[config.mk]
export PLATFORM = sky130hd
export DESIGN_NAME = fifo_control_flat
export DESIGN_NICKNAME = d
export VERILOG_FILES = /design/src/rtl/fifo_control_pkg.sv /design/src/rtl/fifo_control_if.sv /design/src/rtl/fifo_ptr_counter.sv /design/src/rtl/fifo_control.sv /design/src/flat_wrapper.sv
export SDC_FILE = /design/constraint.sdc
export NUM_CORES = 1
export LEC_CHECK = 0
export ABC_CLOCK_PERIOD_IN_PS = 6400
export CAP_MARGIN = 15
export CORE_MARGIN = 1
export CORE_UTILIZATION = 50
export DETAILED_ROUTE_END_ITERATION = 16
export GPL_TIMING_DRIVEN = 0
export PLACE_DENSITY = 0.8
export SETUP_SLACK_MARGIN = 0.5
export SKIP_CTS_REPAIR_TIMING = 1
export SLEW_MARGIN = 20
export SYNTH_ARGS = -nofsm -noshare
export SYNTH_HDL_FRONTEND = slang
export SYNTH_SLANG_ARGS = --single-unit
[constraint.sdc]
create_clock -name clk -period 6.4 [get_ports clk]
set_input_delay 1.28 -clock clk [delete_from_list [all_inputs] [get_ports clk]]
set_output_delay 1.28 -clock clk [all_outputs]
set_load 0.02 [all_outputs]
[src/rtl/fifo_control_pkg.sv]
// fifo_control_pkg: shared FIFO sizing constants and default flag thresholds
package fifo_control_pkg;
    localparam int BITNUMBER   = 6;
    localparam int ADDR_WIDTH  = 4;
    localparam int LENGTH      = 2 ** ADDR_WIDTH;
    localparam int COUNT_WIDTH = ADDR_WIDTH + 1;
    localparam int AF_THRESH   = 12;
    localparam int AE_THRESH   = 3;
endpackage

[src/rtl/fifo_control_if.sv]
// fifo_control_if: push/pop requests, storage strobes/addresses and status flags
interface fifo_control_if
    import fifo_control_pkg::*;
#(
    parameter int AW = ADDR_WIDTH
) ();
    logic          push;
    logic          pop;
    logic          write;
    logic          read;
    logic [AW-1:0] ptr_write;
    logic [AW-1:0] ptr_read;
    logic [AW:0]   fifo_count;
    logic          full;
    logic          empty;
    logic          almost_full;
    logic          almost_empty;
    logic          overflow;
    logic          underflow;

    modport slave (
        input  push, pop,
        output write, read, ptr_write, ptr_read, fifo_count,
        output full, empty, almost_full, almost_empty, overflow, underflow
    );

    modport master (
        output push, pop,
        input  write, read, ptr_write, ptr_read, fifo_count,
        input  full, empty, almost_full, almost_empty, overflow, underflow
    );
endinterface

[src/rtl/fifo_ptr_counter.sv]
// fifo_ptr_counter: wrapping storage address pointer that advances when enabled
module fifo_ptr_counter
    import fifo_control_pkg::*;
#(
    parameter int WIDTH = ADDR_WIDTH
) (
    input  logic             clk,
    input  logic             reset,
    input  logic             en,
    output logic [WIDTH-1:0] ptr
);
    // Advance by one per accepted access; wrap comes from natural rollover
    always_ff @(posedge clk or posedge reset)
        if (reset) ptr <= '0;
        else if (en) ptr <= ptr + 1'b1;
endmodule

[src/rtl/fifo_control.sv]
// fifo_control: pointer, occupancy and status-flag authority for the FIFO storage array
module fifo_control
    import fifo_control_pkg::*;
#(
    parameter int ADDR_WIDTH = fifo_control_pkg::ADDR_WIDTH,
    parameter int LENGTH     = fifo_control_pkg::LENGTH,
    parameter int AF_THRESH  = fifo_control_pkg::AF_THRESH,
    parameter int AE_THRESH  = fifo_control_pkg::AE_THRESH
) (
    input logic            clk,
    input logic            reset,
    fifo_control_if.slave  bus
);
    localparam int CW = ADDR_WIDTH + 1;
    localparam logic [CW-1:0] LEN_C = CW'(LENGTH);
    localparam logic [CW-1:0] AF_C  = CW'(AF_THRESH);
    localparam logic [CW-1:0] AE_C  = CW'(AE_THRESH);

    logic          wr_ok;
    logic          rd_ok;
    logic [CW-1:0] count;
    logic          ovf;
    logic          unf;

    // Flags come from the registered count only; accept decisions use those flags.
    // A full FIFO still takes a push paired with a pop; an empty one never takes a pop.
    always_comb begin
        bus.full         = count == LEN_C;
        bus.empty        = count == '0;
        bus.almost_full  = count >= AF_C;
        bus.almost_empty = count <= AE_C;
        wr_ok            = bus.push & (~bus.full | bus.pop);
        rd_ok            = bus.pop & ~bus.empty;
        bus.write        = wr_ok;
        bus.read         = rd_ok;
        bus.fifo_count   = count;
        bus.overflow     = ovf;
        bus.underflow    = unf;
    end

    fifo_ptr_counter #(.WIDTH(ADDR_WIDTH)) u_wr_ptr (
        .clk   (clk),
        .reset (reset),
        .en    (wr_ok),
        .ptr   (bus.ptr_write)
    );

    fifo_ptr_counter #(.WIDTH(ADDR_WIDTH)) u_rd_ptr (
        .clk   (clk),
        .reset (reset),
        .en    (rd_ok),
        .ptr   (bus.ptr_read)
    );

    // Occupancy moves only when exactly one side is accepted; error flags are sticky
    always_ff @(posedge clk or posedge reset)
        if (reset) begin
            count <= '0;
            ovf   <= 1'b0;
            unf   <= 1'b0;
        end else begin
            count <= (wr_ok & ~rd_ok) ? count + 1'b1 :
                     (rd_ok & ~wr_ok) ? count - 1'b1 : count;
            ovf   <= ovf | (bus.push & ~wr_ok);
            unf   <= unf | (bus.pop & ~rd_ok);
        end
endmodule

[src/flat_wrapper.sv]
// flat-port wrapper written by rule: the top's interface ports become plain ports
module fifo_control_flat import fifo_control_pkg::*;
#(
    parameter int ADDR_WIDTH = fifo_control_pkg::ADDR_WIDTH,
    parameter int LENGTH     = fifo_control_pkg::LENGTH,
    parameter int AF_THRESH  = fifo_control_pkg::AF_THRESH,
    parameter int AE_THRESH  = fifo_control_pkg::AE_THRESH
)
  (clk, reset, bus_push, bus_pop, bus_write, bus_read, bus_ptr_write, bus_ptr_read, bus_fifo_count, bus_full, bus_empty, bus_almost_full, bus_almost_empty, bus_overflow, bus_underflow);
  fifo_control_if bus_i ();
  input logic clk;
  input logic reset;
  input wire logic [$bits(bus_i.push)-1:0] bus_push;
  input wire logic [$bits(bus_i.pop)-1:0] bus_pop;
  output wire logic [$bits(bus_i.write)-1:0] bus_write;
  output wire logic [$bits(bus_i.read)-1:0] bus_read;
  output wire logic [$bits(bus_i.ptr_write)-1:0] bus_ptr_write;
  output wire logic [$bits(bus_i.ptr_read)-1:0] bus_ptr_read;
  output wire logic [$bits(bus_i.fifo_count)-1:0] bus_fifo_count;
  output wire logic [$bits(bus_i.full)-1:0] bus_full;
  output wire logic [$bits(bus_i.empty)-1:0] bus_empty;
  output wire logic [$bits(bus_i.almost_full)-1:0] bus_almost_full;
  output wire logic [$bits(bus_i.almost_empty)-1:0] bus_almost_empty;
  output wire logic [$bits(bus_i.overflow)-1:0] bus_overflow;
  output wire logic [$bits(bus_i.underflow)-1:0] bus_underflow;
  assign bus_i.push = bus_push;
  assign bus_i.pop = bus_pop;
  assign bus_write = bus_i.write;
  assign bus_read = bus_i.read;
  assign bus_ptr_write = bus_i.ptr_write;
  assign bus_ptr_read = bus_i.ptr_read;
  assign bus_fifo_count = bus_i.fifo_count;
  assign bus_full = bus_i.full;
  assign bus_empty = bus_i.empty;
  assign bus_almost_full = bus_i.almost_full;
  assign bus_almost_empty = bus_i.almost_empty;
  assign bus_overflow = bus_i.overflow;
  assign bus_underflow = bus_i.underflow;
  fifo_control #(.ADDR_WIDTH(ADDR_WIDTH), .LENGTH(LENGTH), .AF_THRESH(AF_THRESH), .AE_THRESH(AE_THRESH)) u_core (.clk(clk), .reset(reset), .bus(bus_i));
endmodule
==> flow_summary.toml, run 1 <==
[grt]
grt_pass1_wl_um = 2880
grt_pass1_vias = 670
grt_max_degree = 16
grt_antenna_before_repair = 0
grt_overflow = 0
grt_use_total = 0.199

[die]
start_util = 0.563
core-area_um2 = 1580
design.die.area_um2 = 1950
die_w_um = 44.2
ios = 25
rows = 14
die_h_um = 44.2

[worst_setup_path]
cpLargestDelayFamily = "buffers and inverters"
reg2reg_depth = 10
cp_max_fo = 6
slowest_delay_ns = 0.61
critPathSlowestCell = "clkdlybuf4s50_1"
critical_path_class = "input port to primary output"
crit_buf_inv = 3
arrival_ns = 2.91
r2r_slack_ns = 3.35
crit_start = "bus_pop"
r2r-end = "u_core.bus.fifo_count[3]$_DFFE_PP0P_"
path_cells = "clkdlybuf4s50_1, nand2b_1, o21ai_4, inv_1, clkdlybuf4s50_1"
cp.required_ns = 5.12
cp-start-kind = "input port"
path_common_cell = "clkdlybuf4s50_1"
crit_path_end_kind = "primary output"
r2r_start = "u_core.bus.fifo_count[0]$_DFFE_PP0P_"

[timing]
worst_pin_slew_ns = 0.570
rsz0062_at_grt = "false"
fmax_ghz = 0.239
finalMaxSlewViolations = 0
hold_ws_ns = 0.461
setup_tns_ns = 0
period_share = 0.654
setup_viol = 0
skew_ns = 0.00365
slew-limit-headroom = 0.620
fin_crit_ns = 4.19
hold_viol = 0

[hold_path]
whs_endpoint = "u_core.bus.underflow$_DFF_PP0_"
min_from = "u_core.bus.underflow$_DFF_PP0_"
hp-class = "flop to flop"
hold-path-cell-count = 1

[synth]
synth_area_leader_cell = "dfrtp_1"
synth_top_area_frac = 0.423
yosys-top-cells-count = "dfrtp_1, xnor2_1, ha_1"
seq_area_frac_synth = 0.423
syn_area_um2 = 888
synth_seq_cells = 15
synthFlopType = "dfrtp_1"
synth_fp_nets = 90
ys_top_cells_by_area = "dfrtp_1, ha_1, xnor2_1, o21ai_4, a21o_1"
synth_edf_count = 0
synth_warnings = 0
synth_cells = 79
synthArstFlopShare = 1.00
syn_area_per_cell_um2 = 11.2
synth_most_common_cell = "dfrtp_1"
synthDistinctLibCells = 36

[place]
post_dp_cell_area_um2 = 1150
gp_congestion = 0.736
io_buffer_count = 24
dpl.hpwl_um = 1340

[power_and_ir_drop]
ir_drop_uv = 318
power.leakage_nw = 0.501
power_density_nw_per_um2 = 565

[cells_and_area]
seqCellArea_um2 = 375
nFillCells = 121
areaGrowthSynthToFinish_pct = 32.4
final_layout_size_suffix_gt1_frac = 0.0935
antenna_cells = 0
final_cell_area_um2 = 1180
multi_input_area_um2 = 475
fin_nets = 119

[detailed_routing]
vias_per_cell = 5.63
drt_pass1_iterations = 6
first_iter_violations = 10
via_count = 692
drc = 0
wl_um = 1740
wire_per_inst_um = 14.1
drtAntennaViolNets = 0

[cts]
cts_buffers = 3
cts_tree = "done"
root_buffer = "clkbuf_4"
clk_latency_ns = 0.28
clkSlewWorstSetupHoldPaths_ns = 0.09
cts.sinks = 15
cts_buffer_depth = 2
htree_levels = 1

[run_status]
status = "complete, no violations"

[flow_run]
max_cap_viol_count = 0
kinds of logic after synthesis:
kind of cell    count (synthesis)  share of synthesized area
mux                             4                     0.0535
xor+xnor                        8                     0.0789
flops                          15                      0.423
compound gates                 17                      0.158
simple gates                   20                      0.138
buf+inv                         8                     0.0423
fa+ha+maj                       7                      0.107
cell type report:
cell class              instances  area share
clock buffers                   3      0.0191
clock inverters                 1     0.00426
inverters                       5      0.0160
plain buffers                   3      0.0160
well taps                      16      0.0170
repair buffers                 24       0.204
multi-input cells              56       0.404
flip-flops and latches         15       0.319
report_power, final:
part	internal [mW]	total, mW	switching (mW)	leakage (nW)
sequential	0.144	0.200	0.0561	0.176
combinational	0.209	0.410	0.202	0.307
clock	0.0231	0.0538	0.0307	0.0177
total	0.376	0.664	0.288	0.501
per-stage QoR:
| stage | instances | worst slack, ns | utilization | total power, mW |
|---|---|---|---|---|
| after floorplan | 79 | 3.27 | - | 0.449 |
| after global placement | 119 | 2.22 | 0.729 | 0.599 |
| after detailed placement | 119 | 2.21 | 0.729 | 0.613 |
| after CTS | 123 | 2.21 | 0.746 | 0.668 |
| after global routing | 123 | 2.14 | 0.746 | 0.713 |
| final | 123 | 2.21 | 0.746 | 0.664 |
sequential cells by signal (all words and copies together) (netlist names):
signal	count
u_core.u_rd_ptr.ptr	4
u_core.bus.fifo_count	5
u_core.u_wr_ptr.ptr	4
u_core.bus.overflow	1
u_core.bus.underflow	1
worst max-delay path by stage:
stage | slack, ns | cells after the start | end
after floorplan | 3.27 | 9 | u_core.bus.fifo_count[4]$_DFFE_PP0P_
after global placement | 2.22 | 5 | bus_write
after detailed placement | 2.21 | 5 | bus_write
after CTS | 2.21 | 5 | bus_write
after global routing | 2.14 | 5 | bus_write
final | 2.21 | 5 | bus_write
placed cells by master (no fill, tap or decap), drive strengths merged, types with 2 or more instances in the layout:
cell type,instances
o211ai,2
a21oi,2
clkdlybuf4s50,24
mux2,3
dfrtp,15
ha,6
xnor2,7
nor2,2
or3,3
o21ai,4
a21o,4
nand3b,3
or4,2
nand3,2
inv,5
clkbuf,5
metal layers:
metal,GRT usage,part of all wire
met5,0,0
met4,0.0727,0.012
met3,0.0245,0.026
met2,0.344,0.49
met1,0.253,0.47
Power figures use the tool's default switching activity.
==> inputs of run 2 (changes only) <==
--- a/config.mk
+++ b/config.mk
@@ -5,13 +5,13 @@
 export SDC_FILE = /design/constraint.sdc
 export NUM_CORES = 1
 export LEC_CHECK = 0
-export ABC_CLOCK_PERIOD_IN_PS = 6400
+export ABC_CLOCK_PERIOD_IN_PS = 4200
 export CAP_MARGIN = 15
 export CORE_MARGIN = 1
-export CORE_UTILIZATION = 50
+export CORE_UTILIZATION = 46
 export DETAILED_ROUTE_END_ITERATION = 16
 export GPL_TIMING_DRIVEN = 0
-export PLACE_DENSITY = 0.8
+export PLACE_DENSITY = 0.74
 export SETUP_SLACK_MARGIN = 0.5
 export SKIP_CTS_REPAIR_TIMING = 1
 export SLEW_MARGIN = 20
==> constraint.sdc (replaced) <==
create_clock -name clk -period 4.2 [get_ports clk]
set_input_delay 0.84 -clock clk [delete_from_list [all_inputs] [get_ports clk]]
set_output_delay 0.84 -clock clk [all_outputs]
set_load 0.02 [all_outputs]
==> run 2 against run 1 <==
Effect of this change:
- utilization is 7.4 points lower
- worst hold slack better by 0.0060 ns
- largest power group unchanged
- critical endpoint unchanged
- largest cell class unchanged
- sequential share of layout area is 0.27 points lower
- clock-buffer cell count is 1 higher
==> flow_summary.toml, run 2 (same netlist as run 1, synthesis figures left out) <==
[run_status]
status = "complete, no violations"

[die]
start_util = 0.504
design.die.area_um2 = 2110
ios = 25
die_h_um = 45.9
core-area_um2 = 1760
die_w_um = 45.9
rows = 15

[cells_and_area]
final_cell_mix = "clkdlybuf4s50_1, dfrtp_1, xnor2_1"
nFillCells = 159
largest_reg_flops = 5
areaGrowthSynthToFinish_pct = 33.5
fin_util = 0.672
final_layout_size_suffix_gt1_frac = 0.0841
antenna_cells = 0
layout_commonest_cell = "clkdlybuf4s50_1"
fin_nets = 119

[worst_setup_path]
cp.required_ns = 3.36
path_cells = "clkdlybuf4s50_1, nand2b_1, o21ai_4, inv_1, clkdlybuf4s50_1"
cp_max_fo = 6
cpLargestDelayFamily = "buffers and inverters"
crit_buf_inv = 3
crit_cells = 5
reg2reg_depth = 10
path_common_cell = "clkdlybuf4s50_1"
critPathSlowestCell = "clkdlybuf4s50_1"
critical_path_class = "input port to primary output"
r2r_slack_ns = 1.26
slowest_delay_ns = 0.62
cp-start-kind = "input port"
crit_path_end_kind = "primary output"
arrival_ns = 2.47

[power_and_ir_drop]
p_comb_frac = 0.615
power.leakage_nw = 0.498
ir_drop_uv = 436
seqPwrFrac = 0.301
p_sw_frac = 0.432
power_density_nw_per_um2 = 852
pwr-share-clk = 0.084
p_switching_uw = 437
internal-power_uw = 574

[detailed_routing]
drc = 0
wire_per_inst_um = 13.7
wl_um = 1800
drtAntennaViolNets = 0
via_count = 702
first_iter_violations = 3
drt_pass1_iterations = 2
vias_per_cell = 5.32

[timing]
slew-limit-headroom = 0.628
finalMaxSlewViolations = 0
fmax_ghz = 0.302
setup_tns_ns = 0
rsz0062_at_grt = "false"
worst_pin_slew_ns = 0.558
hold_viol = 0
skew_ns = 0.00512
setup_viol = 0
fin_crit_ns = 3.31
period_share = 0.789

[grt]
grt_pass1_vias = 632
grt_max_degree = 16
grt_use_total = 0.196
grt_overflow = 0
grt_pass1_wl_um = 2920
grt_antenna_before_repair = 0

[cts]
cts_tree = "done"
cts_buffers = 3
cts_buffer_depth = 2
clk_latency_ns = 0.28
root_buffer = "clkbuf_4"
clkSlewWorstSetupHoldPaths_ns = 0.10
cts.sinks = 15
htree_levels = 1

[hold_path]
hold-path-cell-count = 1
hp-class = "flop to flop"

[place]
gp_congestion = 0.754
dpl.hpwl_um = 1380
io_buffer_count = 24

[flow_run]
max_cap_viol_count = 0
## run 2: changes by cell type in the layout (fill, tap and decap cells not counted)
cell and delta:
clkbuf_1 +1, clkinv_2 -1
## run 2: power groups by stage
stage	combinational, mW	sequential, mW	clock, mW
6_report	0.622	0.304	0.0845
5_1_grt	0.683	0.318	0.0947
4_1_cts	0.628	0.307	0.0871
3_5_place_dp	0.626	0.309	0
3_3_place_gp	0.606	0.305	0
2_1_floorplan	0.301	0.384	0
## run 2: layout make-up
class,instances,area [µm²],share of cell area
repair buffers,24,240,0.203
plain buffers,3,18.8,0.0158
inverters,5,18.8,0.0158
well taps,25,31.3,0.0264
flip-flops and latches,15,375,0.316
multi-input cells,56,475,0.401
clock buffers,4,26.3,0.0222
## run 2: metrics by stage
step	instance area, µm²	setup WS, ns	power [mW]	std cells	hold WS [ns]
2_1_floorplan	888	1.31	0.684	79	0.565
3_3_place_gp	1160	0.824	0.912	128	0.438
3_5_place_dp	1160	0.768	0.936	128	0.448
4_1_cts	1190	0.892	1.02	132	0.470
5_1_grt	1190	0.834	1.10	132	0.484
6_report	1190	0.888	1.01	132	0.467
## run 2: worst paths after layout
check                                                           from                                    to
worst max-delay path                                         bus_pop                             bus_write
worst max register to register  u_core.bus.fifo_count[0]$_DFFE_PP0P_  u_core.bus.fifo_count[4]$_DFFE_PP0P_
worst min register to register        u_core.bus.underflow$_DFF_PP0_        u_core.bus.underflow$_DFF_PP0_
min in group asynchronous                                      reset    u_core.u_wr_ptr.ptr[0]$_DFFE_PP0P_
max in group asynchronous                                      reset    u_core.u_wr_ptr.ptr[2]$_DFFE_PP0P_
worst min-delay path                  u_core.bus.underflow$_DFF_PP0_        u_core.bus.underflow$_DFF_PP0_
## run 2: layer usage
metal	track usage	part of all wire	vias up
met5	0	0	-
met4	0.0882	0.0094	0
met3	0.0238	0.019	2
met2	0.318	0.52	12
met1	0.259	0.45	342
li1	-	-	346
